## config.mk

```make
export PLATFORM = sky130hd
export DESIGN_NAME = i2s_tx
export DESIGN_NICKNAME = d
export VERILOG_FILES = /design/src/rtl/i2s_tx.sv
export SDC_FILE = /design/constraint.sdc
export NUM_CORES = 1
export LEC_CHECK = 0
export CORE_MARGIN = 2
export CORE_UTILIZATION = 53
export CTS_CLUSTER_SIZE = 28
export DETAILED_ROUTE_END_ITERATION = 12
export PLACE_DENSITY_LB_ADDON = 0.12
export SYNTH_ARGS = -nofsm -noshare
export SYNTH_HDL_FRONTEND = slang
export SYNTH_SLANG_ARGS = --single-unit
export TNS_END_PERCENT = 1
```

## constraint.sdc

```tcl
create_clock -name clk -period 3.07 [get_ports clk]
set_clock_uncertainty 0.2 [all_clocks]
set_input_delay 0.7675 -clock clk [delete_from_list [all_inputs] [get_ports clk]]
set_output_delay 0.7675 -clock clk [all_outputs]
set_load 0.03 [all_outputs]
```

## src/rtl/i2s_tx.sv

```systemverilog
// rtl/i2s_tx.sv - Philips I2S transmitter with double-buffered stereo frame
// Optional feature macro: I2S_TX_MUTE_ON_UNDERRUN_EN
//   defined   : an underrun frame transmits zeros on both channels
//   undefined : an underrun frame repeats the last played left/right pair
// Ports:
//   clk, rstn                     system clock, asynchronous active-low reset
//   enable                        run request, acted on at frame boundaries
//   read_en/read_data/read_valid  show-ahead FIFO pop interface (left, then right)
//   i2s_bclk/i2s_lrck/i2s_sdata   serial outputs to the DAC
//   underrun                      one-cycle pulse per frame played without a staged pair
//   running                       serial engine active
module i2s_tx #(
  parameter int CLK_DIV = 8
) (
  input  logic        clk,
  input  logic        rstn,
  input  logic        enable,
  output logic        read_en,
  input  logic [15:0] read_data,
  input  logic        read_valid,
  output logic        i2s_bclk,
  output logic        i2s_lrck,
  output logic        i2s_sdata,
  output logic        underrun,
  output logic        running
);

  localparam int DIV_W = (CLK_DIV > 1) ? $clog2(CLK_DIV) : 1;
  localparam logic [DIV_W-1:0] DIV_LAST = DIV_W'(CLK_DIV - 1);

  localparam logic [1:0] FETCH_L = 2'd0;
  localparam logic [1:0] FETCH_R = 2'd1;
  localparam logic [1:0] READY   = 2'd2;

`ifdef I2S_TX_MUTE_ON_UNDERRUN_EN
  localparam bit MUTE_ON_UNDERRUN = 1'b1;
`else
  localparam bit MUTE_ON_UNDERRUN = 1'b0;
`endif

  logic [1:0]       fsm;
  logic [15:0]      stage_l, stage_r;
  logic [15:0]      play_l, play_r;
  logic [DIV_W-1:0] div_cnt;
  logic [5:0]       bit_cnt;
  logic             pop_d;

  logic             pop, tick, fall, boundary, frame_start, consume, under;
  logic [5:0]       nb;
  logic [15:0]      next_l, next_r;
  logic             sbit;

  // Pop is combinational so the word is taken in the same cycle it is
  // offered; pop_d spaces pops at least two cycles apart. Gating with rstn
  // keeps read_en low for the whole time reset is held.
  always_comb begin
    pop = rstn && read_valid && !pop_d && (fsm == FETCH_L || fsm == FETCH_R);
  end
  assign read_en = pop;

  always_comb begin
    tick        = running && (div_cnt == DIV_LAST);
    fall        = tick && i2s_bclk;
    boundary    = fall && (bit_cnt == 6'd63);
    frame_start = boundary && enable;
    consume     = frame_start && (fsm == READY);
    under       = frame_start && (fsm != READY);
    nb          = bit_cnt + 6'd1;

    next_l = play_l;
    next_r = play_r;
    if (consume) begin
      next_l = stage_l;
      next_r = stage_r;
    end else if (under && MUTE_ON_UNDERRUN) begin
      next_l = 16'h0000;
      next_r = 16'h0000;
    end

    // Slots 16..31 and 48..63 are padding; within a data slot the low four
    // bits of the position count down from the MSB.
    if (nb[4])
      sbit = 1'b0;
    else if (nb[5])
      sbit = next_r[~nb[3:0]];
    else
      sbit = next_l[~nb[3:0]];
  end

  always_ff @(posedge clk or negedge rstn) begin
    if (!rstn) begin
      fsm       <= FETCH_L;
      stage_l   <= 16'h0000;
      stage_r   <= 16'h0000;
      play_l    <= 16'h0000;
      play_r    <= 16'h0000;
      div_cnt   <= '0;
      bit_cnt   <= 6'd63;
      pop_d     <= 1'b0;
      i2s_bclk  <= 1'b0;
      i2s_lrck  <= 1'b0;
      i2s_sdata <= 1'b0;
      underrun  <= 1'b0;
      running   <= 1'b0;
    end else begin
      pop_d    <= pop;
      underrun <= under;
      play_l   <= next_l;
      play_r   <= next_r;

      // A pop coinciding with an underrun boundary still lands in the stage.
      case (fsm)
        FETCH_L: if (pop) begin
          stage_l <= read_data;
          fsm     <= FETCH_R;
        end
        FETCH_R: if (pop) begin
          stage_r <= read_data;
          fsm     <= READY;
        end
        READY:   if (consume) fsm <= FETCH_L;
        default: fsm <= FETCH_L;
      endcase

      if (!running) begin
        if (enable && fsm == READY) begin
          running  <= 1'b1;
          div_cnt  <= '0;
          bit_cnt  <= 6'd63;
          i2s_bclk <= 1'b0;
        end
      end else if (tick) begin
        div_cnt  <= '0;
        i2s_bclk <= ~i2s_bclk;
        if (fall) begin
          if (boundary && !enable) begin
            // Stop leaves the staged pair untouched for the next start.
            running   <= 1'b0;
            i2s_sdata <= 1'b0;
            i2s_lrck  <= 1'b0;
          end else begin
            bit_cnt   <= nb;
            i2s_sdata <= sbit;
            if (nb == 6'd31)
              i2s_lrck <= 1'b1;
            else if (nb == 6'd63)
              i2s_lrck <= 1'b0;
          end
        end
      end else begin
        div_cnt <= div_cnt + 1'b1;
      end
    end
  end

endmodule
```

# ---- Word-level counts from Yosys, hierarchy flattened
# Cells that the tools add are included.
dict set report word_totals {
  out_inout_bits 6
  input_bits 20
  reg_bits 81
}
dict set report classes {
  add_sub_neg 2
  mux 32
  n_bitwise 2
  n_eq_ne 13
  n_lt_le_gt_ge 1
  reduce_logical 24
}
# cell n
set ops {}
lappend ops {{$mux W16} 2}
lappend ops {{$mux W6} 5}
lappend ops {{$mux W1} 16}
lappend ops {{$eq A6 B6 Y1 const B} 2}
lappend ops {{$logic_and A1 B1 Y1} 11}
lappend ops {{$ne A2 B2 Y1 const B} 5}
lappend ops {{$mux W3} 3}
lappend ops {{$bmux W1 S4} 2}
lappend ops {{$reduce_and A4 Y1} 2}
lappend ops {{$add A6 B1 Y6 const B} 1}
lappend ops {{$eq A6 B5 Y1 const B} 1}
lappend ops {{$mux W2} 3}
lappend ops {{$pmux W2 S3} 1}
lappend ops {{$reduce_and A2 Y1} 3}
lappend ops {{$reduce_and A3 Y1} 2}
lappend ops {{$lt A4 B5 Y1 const B} 1}
lappend ops {{$ne A2 B1 Y1 const B} 2}
lappend ops {{$not A4 Y4} 1}
lappend ops {{$add A3 B1 Y3 const B} 1}
lappend ops {{$eq A3 B3 Y1 const B} 1}
lappend ops {{$reduce_bool A3 Y1} 1}
lappend ops {{$eq A2 B1 Y1 const B} 1}
lappend ops {{$eq A2 B2 Y1 const B} 1}
lappend ops {{$logic_not A1 Y1} 2}
lappend ops {{other kinds (4)} 4}

# ---- Logic depth before layout (Yosys ltp)
dict set report depth {
  depth_word 12
  mapped_depth 12
  mapped_depth_nobuf 9
}

# ---- Worst setup path before layout
# No wires, ideal clock.
dict set report synth_timing {
  path_type {input to register}
  startpoint {input rstn}
  endpoint {register stage_l[10]}
  n_path_buf 2
  path_slack_ns -0.354
  t_required_ns 2.745
  cell_stages 5
  t_arrival_ns 3.099
  cell_sequence {nor4bb_1 -> nor2b_1 -> buf_2 -> buf_1 -> mux2_2}
}
dict set report synth_between {
  elab_chain_cells 4
}
# element line_no
set synth_lines {}
lappend synth_lines {{start, declared} 16} ;# input logic rstn,
lappend synth_lines {{$logic_and A1 B1 Y1 (3 in a row)} 57} ;# pop = rstn && read_valid && !pop_d && (fsm == FETCH_L || fsm == FETCH_R);
lappend synth_lines {{$reduce_and A2 Y1 (no line)} -}
lappend synth_lines {{end signal, assigned} 114} ;# stage_l <= read_data;
lappend synth_lines {{end, declared} 42} ;# logic [15:0] stage_l, stage_r;
# No other way between the ends.
# A chain may end at the register's enable or synchronous reset.

# ---- Final worst setup path
dict set report layout_timing {
  startpoint {register bit_cnt[1]}
  endpoint {register i2s_sdata}
}
dict set report layout_between {
  elab_chain_cells 10
}
# element line_no
set layout_lines {}
lappend layout_lines {{start, declared} 45} ;# logic [5:0] bit_cnt;
lappend layout_lines {{start signal, assigned} 142} ;# bit_cnt <= nb;
lappend layout_lines {{branches (longest 9 deep; another with $add A6 B1 Y6)} -}
lappend layout_lines {{$mux W1 *} 136} ;# if (boundary && !enable) begin
lappend layout_lines {{end signal, assigned} 143} ;# i2s_sdata <= sbit;
lappend layout_lines {{end, declared} 23} ;# output logic i2s_sdata,
# Every way passes the cells marked *. The select of a mux whose other input is x is not followed.

==> impl_metrics.tcl <==
set metrics [dict create \
    ys_ff_latch 81 \
    drtIter0Drc 169 \
    cts_root_buf "clkbuf_8" \
    hold_viol 0 \
    ff2ff_path_depth 11 \
    ioPinCount 26 \
    synthFlopType "dfrtp_1" \
    finalPower_w 0.00384 \
    run_status "finished, final reports clean" \
    hold_start "pop_d" \
    crit_path_max_fanout 5 \
    utilization_pct 67.2 \
    first_pass_iters 4 \
    core_um2 6830 \
    drc 0 \
    tightest_slew_ns 1.00 \
    power-per-cell-area_nw_per_um2 835 \
    synth_cell_types 58 \
    gp_congestion 0.884 \
    die_x_um 88.3 \
    multi_input_area_um2 1660 \
    grt_pass1_vias 2421 \
    grt_max_degree 82 \
    worst_setup_path_end_kind "register" \
    fin_area_um2 4590 \
    cap_violations 0 \
    hold_path.class "register to register" \
    slew_headroom_pct 33.2 \
    critical_path_class "register to register" \
    period_needed_ns 2.99 \
    maxSlewViolCount 0 \
    grt-ovfl-total 0 \
    dpl.hpwl_um 5080 \
    synthCells 318 \
    min_period_over_period_pct 97.4 \
    ant_nets 0 \
    initial_core_util_pct 55.1 \
    rsz0062_at_grt "true" \
    diodes 0 \
    r2r_start "bit_cnt[1]" \
    syn_nets 342 \
    cts_tree "done" \
    clkLatencyLatePin_ns 0.35 \
    async_reset_ff_share_pct 100 \
    path_cells "ha_4 > nand3_4 > nor4_4 > clkbuf_16 > buf_12 > buf_6 > mux4_2 > a22oi_2 > and3_1 > a2111oi_1 > a221o_1" \
    worstPathRequired_ns 3.11 \
    p_leak_nw 2.14 \
    r2r_end "i2s_sdata" \
    wl_per_cell_um 16.1 \
    startpoint_type "register" \
    syn-cell-area_um2 3770 \
    cp.arrival_ns 3.03 \
    grt_pass1_wl_um 12100 \
    via_per_inst 5.46 \
    cts_buffers 9 \
    fmax_ghz 0.334 \
    synth_area_per_cell_um2 11.8 \
    path_clk_slew_ns 0.08 \
    cp_slowest_cell "dfstp_2" \
    synth_edf_count 0 \
    rows 30 \
    syn_to_final_growth_pct 21.9 \
    yosysWarnings 0 \
    cts.sinks 81 \
    placed_area_um2 4260 \
    cts_max_level 3 \
    ir_drop_uv 413 \
    nets 398 \
    grtUsageTotal_pct 20.7 \
    whs_ns 0.255 \
    seq_area_frac_synth_pct 54.0 \
    routed-via-count 2590 \
    drt-total-wl_um 7630 \
    critPathMaxStageDelay_ns 0.57 \
    grt_antenna_before_repair 0 \
    fill_cells 530 \
    io_buffers 25 \
    seqCellArea_um2 2030 \
    layout-drive-gt1-share_pct 33.1 \
    setup_violations 0 \
    dieArea_um2 7800 \
    hold_depth 1 \
    reg2reg_slack_ns 0.08 \
    clockBufferDepth 2 \
    hold_path_end "pop_d" \
    fp.dieH_um 88.3 \
]
==> cell families (layout without fill, tap and decap cells) <==
logic type	Yosys count	in the layout	synth area share, %
simple gates	122	122	15.6
flops	81	81	54.0
mux	49	49	16.5
compound gates	37	37	7.47
buf+inv	19	79	3.69
xor+xnor	6	6	1.40
fa+ha+maj	4	4	1.33
==> registers in the layout, summed over array words and instances (netlist names) <==
register   cells
play_r        16
fsm            2
bit_cnt        6
div_cnt        3
stage_l       16
i2s_sdata      1
running        1
pop_d          1
i2s_bclk       1
play_l        16
i2s_lrck       1
underrun       1
stage_r       16
==> final cells by class <==
cell class	instances	share of cell area, %
multi-input combinational	218	36.2
inverter	2	0.163
clock inverter	4	0.981
tap	96	2.62
sequential	81	44.3
timing repair buffer	62	12.9
clock buffer	11	2.86
==> synthesized netlist by cell type (4+ instances only) <==
cell,instances,area share [%]
dfstp_2,6,4.2
a221oi_1,4,0.93
and3_1,4,0.66
buf_6,4,1.2
o21ai_0,6,0.80
nor2b_1,4,0.66
mux2_2,42,13
nand2_1,79,7.9
a21oi_1,7,0.93
buf_2,4,0.53
ha_1,4,1.3
a22o_1,4,0.93
dfrtp_1,75,50
nand3_1,7,0.93
nor2_1,6,0.60
mux4_1,4,2.8
==> how the worst max path moves through the flow <==
stage	slack [ns]	cells after the start	from	to
2_1_floorplan	0.06	5	rstn	stage_l[10]
3_3_place_gp	-0.37	9	enable	i2s_sdata
3_5_place_dp	-0.39	9	enable	i2s_sdata
4_1_cts	0.05	9	enable	i2s_sdata
5_1_grt	-0.01	11	bit_cnt[1]	i2s_sdata
6_report	0.08	11	bit_cnt[1]	i2s_sdata
==> worst max-delay path, delay by kind of cell (launching register included) <==
kind,cells,cell delay (ns)
AND/OR/NAND/NOR,3,0.54
multiplexers,1,0.50
adder cells (fa/ha/maj),1,0.16
AO/OA/AOI/OAI,3,0.50
buffers and inverters,3,0.40
flip-flops,1,0.57
==> timing repair <==
action                                  4_1_cts  5_1_grt
endpoints found under the setup margin        1        1
pin swaps                                     1       11
cloned                                        0        0
hold buffers                                  0        0
buffers inserted                              0       12
gates resized for setup                       0       25
==> through the flow <==
step | worst slack, ns | TNS [ns] | cells
after floorplan | 0.0603 | 0 | 318
after global placement | -0.368 | -0.368 | 449
after detailed placement | -0.389 | -0.389 | 449
after CTS | 0.0549 | 0 | 464
after global routing | -0.0128 | -0.0128 | 474
final | 0.0804 | 0 | 474
==> where the power goes <==
| group | total [W] | internal, W | switching [W] |
|---|---|---|---|
| registers | 0.00167 | 0.00143 | 0.000247 |
| logic | 0.00143 | 0.000727 | 0.000701 |
| clock network | 0.000736 | 0.000368 | 0.000368 |
==> per-layer routing <==
| metal | global-route usage, % | share of wire [%] | vias to the layer above |
|---|---|---|---|
| li1 | - | - | 1231 |
| met1 | 29.8 | 47 | 1293 |
| met2 | 30.6 | 47 | 55 |
| met3 | 5.50 | 4.5 | 11 |
| met4 | 6.89 | 1.4 | 0 |
| met5 | 0 | 0 | - |
==> cells in the final DEF, fill, tap and decap left out, drive strengths merged, types with 4 or more instances in the layout <==
| master | n |
|---|---|
| nand2 | 82 |
| dfrtp | 75 |
| mux2 | 45 |
| buf | 38 |
| clkdlybuf4s50 | 22 |
| clkbuf | 12 |
| nand3 | 9 |
| a21oi | 7 |
| nor2 | 6 |
| o21ai | 6 |
| dfstp | 6 |
| and3 | 6 |
| a22o | 5 |
| a221oi | 5 |
| nor2b | 4 |
| mux4 | 4 |
| ha | 4 |
Note: power is estimated with default switching activity, not from simulation.
